### src/rtl/fetch.sv
// Instruction fetch unit: word reads from instruction memory, split into halfwords,
// buffered in a 4-entry queue and handed to the decoder with redirect/flush support.
module fetch #(
   parameter int                    DATA_WIDTH = 32,
   parameter logic [DATA_WIDTH-1:0] RESET_PC   = {DATA_WIDTH{1'b0}}
) (
   input  logic                  clk,
   input  logic                  rst,
   input  logic                  redir,
   input  logic [DATA_WIDTH-1:0] redir_pc,
   output logic                  m_req,
   output logic [DATA_WIDTH-1:0] m_addr,
   input  logic                  m_ack,
   input  logic [31:0]           m_data,
   input  logic                  d_ready,
   output logic                  opready,
   output logic [15:0]           op,
   output logic [DATA_WIDTH-1:0] pc_f,
   output logic [DATA_WIDTH-1:0] pcnext
);

   localparam logic [DATA_WIDTH-1:0] ADDR_TWO  = {{(DATA_WIDTH-3){1'b0}}, 3'd2};
   localparam logic [DATA_WIDTH-1:0] ADDR_FOUR = {{(DATA_WIDTH-3){1'b0}}, 3'd4};

   logic [15:0]           q_op_r   [4];
   logic [DATA_WIDTH-1:0] q_addr_r [4];
   logic [1:0]            rd_ptr_r;
   logic [1:0]            wr_ptr_r;
   logic [2:0]            count_r;
   logic [DATA_WIDTH-1:0] fpc_r;
   logic                  m_req_r;
   logic [DATA_WIDTH-1:0] m_addr_r;
   logic                  stale_r;

   logic                  ack_s;
   logic                  push_s;
   logic                  pop_s;
   logic                  half_s;
   logic                  busy_s;
   logic                  can_issue_s;
   logic [2:0]            push_cnt_s;
   logic [2:0]            count_nxt_s;
   logic [1:0]            wr_ptr1_s;
   logic [DATA_WIDTH-1:0] word_s;
   logic [DATA_WIDTH-1:0] fpc_nxt_s;
   logic                  req_nxt_s;
   logic [DATA_WIDTH-1:0] addr_nxt_s;
   logic                  stale_nxt_s;
   logic [15:0]           op0_s;

   // Handshake decode, queue bookkeeping and next request computation.
   always_comb begin
      ack_s       = m_ack & m_req_r;
      half_s      = fpc_r[1];
      // An ack is consumed but its data discarded when stale or racing a redirect.
      push_s      = ack_s & ~stale_r & ~redir;
      pop_s       = (count_r != 3'd0) & d_ready & ~redir;
      if (push_s) begin
         push_cnt_s = half_s ? 3'd1 : 3'd2;
      end else begin
         push_cnt_s = 3'd0;
      end
      if (redir) begin
         count_nxt_s = 3'd0;
      end else begin
         count_nxt_s = count_r + push_cnt_s - {2'b00, pop_s};
      end
      word_s = {fpc_r[DATA_WIDTH-1:2], 2'b00};
      if (redir) begin
         fpc_nxt_s = {redir_pc[DATA_WIDTH-1:1], 1'b0};
      end else if (push_s) begin
         fpc_nxt_s = word_s + ADDR_FOUR;
      end else begin
         fpc_nxt_s = fpc_r;
      end
      busy_s      = m_req_r & ~ack_s;
      can_issue_s = ~busy_s & (count_nxt_s <= 3'd2);
      stale_nxt_s = busy_s & (stale_r | redir);
      req_nxt_s   = busy_s | can_issue_s;
      if (can_issue_s) begin
         addr_nxt_s = {fpc_nxt_s[DATA_WIDTH-1:2], 2'b00};
      end else begin
         addr_nxt_s = m_addr_r;
      end
      op0_s     = half_s ? m_data[15:0] : m_data[31:16];
      wr_ptr1_s = wr_ptr_r + 2'd1;
   end

   // Fetch pointer, memory request and stale-response tracking.
   always_ff @(posedge clk or negedge rst) begin
      if (!rst) begin
         fpc_r    <= RESET_PC;
         m_req_r  <= 1'b0;
         m_addr_r <= {DATA_WIDTH{1'b0}};
         stale_r  <= 1'b0;
      end else begin
         fpc_r    <= fpc_nxt_s;
         m_req_r  <= req_nxt_s;
         m_addr_r <= addr_nxt_s;
         stale_r  <= stale_nxt_s;
      end
   end

   // Queue pointers and occupancy.
   always_ff @(posedge clk or negedge rst) begin
      if (!rst) begin
         rd_ptr_r <= 2'd0;
         wr_ptr_r <= 2'd0;
         count_r  <= 3'd0;
      end else if (redir) begin
         rd_ptr_r <= 2'd0;
         wr_ptr_r <= 2'd0;
         count_r  <= 3'd0;
      end else begin
         rd_ptr_r <= rd_ptr_r + {1'b0, pop_s};
         wr_ptr_r <= wr_ptr_r + push_cnt_s[1:0];
         count_r  <= count_nxt_s;
      end
   end

   // Queue storage: one entry for a mid-word fetch, otherwise both halves in order.
   always_ff @(posedge clk or negedge rst) begin
      if (!rst) begin
         for (int i = 0; i < 4; i++) begin
            q_op_r[i]   <= 16'h0000;
            q_addr_r[i] <= {DATA_WIDTH{1'b0}};
         end
      end else if (push_s) begin
         q_op_r[wr_ptr_r]   <= op0_s;
         q_addr_r[wr_ptr_r] <= fpc_r;
         if (!half_s) begin
            q_op_r[wr_ptr1_s]   <= m_data[15:0];
            q_addr_r[wr_ptr1_s] <= fpc_r + ADDR_TWO;
         end
      end
   end

   assign m_req   = m_req_r;
   assign m_addr  = m_addr_r;
   assign opready = (count_r != 3'd0);
   assign op      = q_op_r[rd_ptr_r];
   assign pc_f    = q_addr_r[rd_ptr_r];
   assign pcnext  = q_addr_r[rd_ptr_r] + ADDR_TWO;

endmodule

### config.mk
export PLATFORM = sky130hd
export DESIGN_NAME = fetch
export DESIGN_NICKNAME = d
export VERILOG_FILES = /design/src/rtl/fetch.sv
export SDC_FILE = /design/constraint.sdc
export NUM_CORES = 1
export LEC_CHECK = 0
export CORE_ASPECT_RATIO = 0.8
export CORE_MARGIN = 2
export CORE_UTILIZATION = 30
export CTS_CLUSTER_DIAMETER = 200
export DETAILED_ROUTE_END_ITERATION = 7
export PLACE_DENSITY_LB_ADDON = 0.12
export SLEW_MARGIN = 10
export SYNTH_ARGS = -nofsm -noshare
export SYNTH_HDL_FRONTEND = slang
export SYNTH_SLANG_ARGS = --single-unit
### constraint.sdc
create_clock -name clk -period 6.6 [get_ports clk]
set_input_delay 1.32 -clock clk [delete_from_list [all_inputs] [get_ports clk]]
set_output_delay 1.32 -clock clk [all_outputs]
set_load 0.02 [all_outputs]
==> reports/qor.csv <==
metric,value,unit
Peak VDD IR,0.2742,mV
Final TNS setup,0,ps
Mean Syn Cell Area,10.49,µm²
Top Ports,183,
CTS tree,built,
Hold Path Depth,2,
synth warn,0,
clk buf depth,3,
R2R Setup Slk,3060,ps
Hold Crit Start,q_addr_r[65]$_DFFE_PN0N_,
Synth Register Bits,262,
Vias,11270,
Final Cycle Share,81.17,%
fillcell total,4551,
critical path launch point type,flip-flop,
Routability Congestion,0.8372,
critical path cell sequence,buf_4 -> mux4_2 -> nand4_1 -> nor2_4 -> nand2_1 -> nor3_1 -> xor2_1 -> clkdlybuf4s50_1,
Final Non-Filler Cells,2087,
post-cts sizing count,0,
register area share after synthesis,47.22,%
worst r2r src,fpc_r[1]$_DFFE_PN0P_,
fin crit period,5357,ps
H-tree Lvls,1,
"commonest non-fill, non-tap cell in the layout",dfrtp_1,
clk root buf,clkbuf_16,
vias in the first global route,11240,
RSZ-0062 raised after global routing,no,
Least-Margin Pin Slew,1251,ps
status,finished clean,
largest net degree at the start of global routing,163,
clk slew on worst S/H paths,60,ps
area grow syn2layout,24.79,%
dpl cells,2028,
Nets,1527,
Max-slew headroom,16.31,%
CTS buffer count,31,
layout cells sized above 1,16.01,%
Netlist cell types,59,
worst hold endpoint,q_addr_r[65]$_DFFE_PN0N_,
Setup crit end kind,output port,
Initial Utilization,30.37,%
Critical Path RT,5280,ps
hold-fix buffers at CTS,0,
die area,0.04803,mm²
CP arrival,4040,ps
global route total overflow,0,
Post-route DRC,0,
Mapped Area,0.01388,mm²
worst min path class,reg2reg,
MaxCap Viol Count,0,
worst clock skew,14.73,ps
Post-DRT Antenna Nets,0,
total wire length,48380,µm
Crit Path Category,reg2out,
slowest CP cell,dfrtp_2,
Crit path largest cell delay,920,ps
Peak Freq,186.7,MHz
WP buf/inv,2,
ys flop type,dfrtp_1,
Worst-Skew Late Latency,580,ps
Total Routing Usage GR,19.87,%
Pre-antenna DRT Iters,5,
Detail Placement HPWL,31380,µm
Die Wd,244.5,µm
Crit path max-delay family,buffers and inverters,
"commonest cells after routing, fill and taps aside","259 x dfrtp_1, 177 x clkdlybuf4s50_1, 144 x a21oi_1, 137 x nor2_1, 127 x o22ai_1",
final hold violations,0,
first-pass GRT wire length,73190,µm
die height,196.4,µm
WL/cell,23.18,µm
Power Dens Cells,460.7,mW/mm²
Post-Place Worst Slack,1745,ps
initial antenna violation count,0,
reg2reg end,m_addr[28]$_DFFE_PN0P_,
vias per cell,5.402,
Cells after Synth,1323,
row cnt,70,
Crit Path Max Fanout,22,
fin. max-slew vios,0,
LEAKAGE,6.700,nW
clock sink count,262,
final setup fails,0,
Design Power,0.007982,W
post-CTS setup repair buffer count,0,
# port buffers,179,
number of DRC markers in iteration 0,949,
"EDFF count, synth",0,
worst reg2reg path depth,13,
Final Worst Setup Slack,1243,ps
Post-synth ARST share,100.0,%
area of the core,0.04572,mm²
[metal layers]
metal	vias up	GRT usage, %	share of wire (%)
met1	5706	31.39	50
met3	54	2.982	6.0
met4	0	3.613	1.3
met5	-	0	0
met2	401	28.64	43
li1	5112	-	-
[cell families after synthesis]
group | synth area share (%)
simple gates | 12.81
other cells | 0.02701
xor+xnor | 5.109
flops | 47.22
compound gates | 14.00
buf+inv | 4.217
mux | 15.75
fa+ha+maj | 0.8651
[report_power, final]
group	internal [W]	total (W)	switching [W]
clock network	0.00115	0.00187	0.000719
logic	0.00164	0.00335	0.00171
registers	0.00229	0.00276	0.000476
total	0.00508	0.00798	0.00290
[worst reg2reg max path, cell delays in order, from the launching register on]
cell,delay [ps]
dfrtp_2,610
buf_4,480
nand2_1,150
ha_1,300
inv_1,60
ha_1,130
inv_1,50
fa_1,370
xnor2_1,140
nor2_1,120
a21o_1,120
nand2b_1,100
buf_4,390
mux2_2,420
[state kept, by name (all words and copies together), names as in the netlist]
name,cells
wr_ptr_r,2
q_addr_r,128
rd_ptr_r,2
q_op_r,64
fpc_r,31
m_req,1
stale_r,1
m_addr,30
count_r,3
[synth_stat cells (5+ instances only)]
| cell type | count | share of area [%] |
|---|---|---|
| buf_4 | 5 | 0.27 |
| o221a_2 | 5 | 0.41 |
| a21oi_1 | 147 | 5.3 |
| mux4_1 | 11 | 2.1 |
| nand2_1 | 74 | 2.0 |
| nand2b_1 | 8 | 0.36 |
| inv_1 | 15 | 0.41 |
| ha_1 | 8 | 0.72 |
| o2bb2ai_1 | 8 | 0.50 |
| dfrtp_1 | 262 | 47 |
| nor3_1 | 18 | 0.65 |
| buf_1 | 8 | 0.22 |
| nor2b_1 | 10 | 0.45 |
| buf_2 | 18 | 0.65 |
| xor2_1 | 38 | 2.4 |
| mux2_2 | 81 | 6.6 |
| nand3_1 | 34 | 1.2 |
| nor2_1 | 138 | 3.7 |
| xnor2_1 | 43 | 2.7 |
| nand4_1 | 23 | 1.0 |
| mux4_2 | 36 | 5.8 |
| and3_1 | 17 | 0.77 |
| clkbuf_1 | 80 | 2.2 |
| mux2i_1 | 16 | 1.2 |
| o22ai_1 | 127 | 5.7 |
| o21ai_0 | 25 | 0.90 |
| o21ai_1 | 7 | 0.25 |
[through the flow]
step	cell area, µm²	util, %	hold WS [ps]
floorplan	13890	-	457.7
global placement	16220	35.47	470.6
CTS	17320	37.89	496.2
finish	17330	37.90	492.1
detailed placement	16220	35.47	483.2
global route	17320	37.89	513.3
[cell type report]
type / count / area, µm² / share of cell area (%)
sequential: 262 / 6560 / 37.86
timing repair buffer: 208 / 2022 / 11.67
clock inverter: 16 / 240.2 / 1.386
clock buffer: 42 / 867.1 / 5.004
multi-input combinational: 930 / 6809 / 39.30
antenna: 1 / 2.502 / 0.01444
inverter: 16 / 60.06 / 0.3466
tap: 612 / 765.7 / 4.419
[worst max-delay path by stage]
stage | cells after the start | start | end
detailed placement | 13 | m_ack | m_addr[28]$_DFFE_PN0P_
floorplan | 15 | redir | m_addr[10]$_DFFE_PN0P_
global placement | 13 | m_ack | m_addr[20]$_DFFE_PN0P_
global route | 8 | rd_ptr_r[0]$_DFF_PN0_ | pcnext[22]
CTS | 8 | rd_ptr_r[0]$_DFF_PN0_ | pcnext[26]
finish | 8 | rd_ptr_r[0]$_DFF_PN0_ | pcnext[30]
Note: power is estimated with default switching activity, not from simulation.
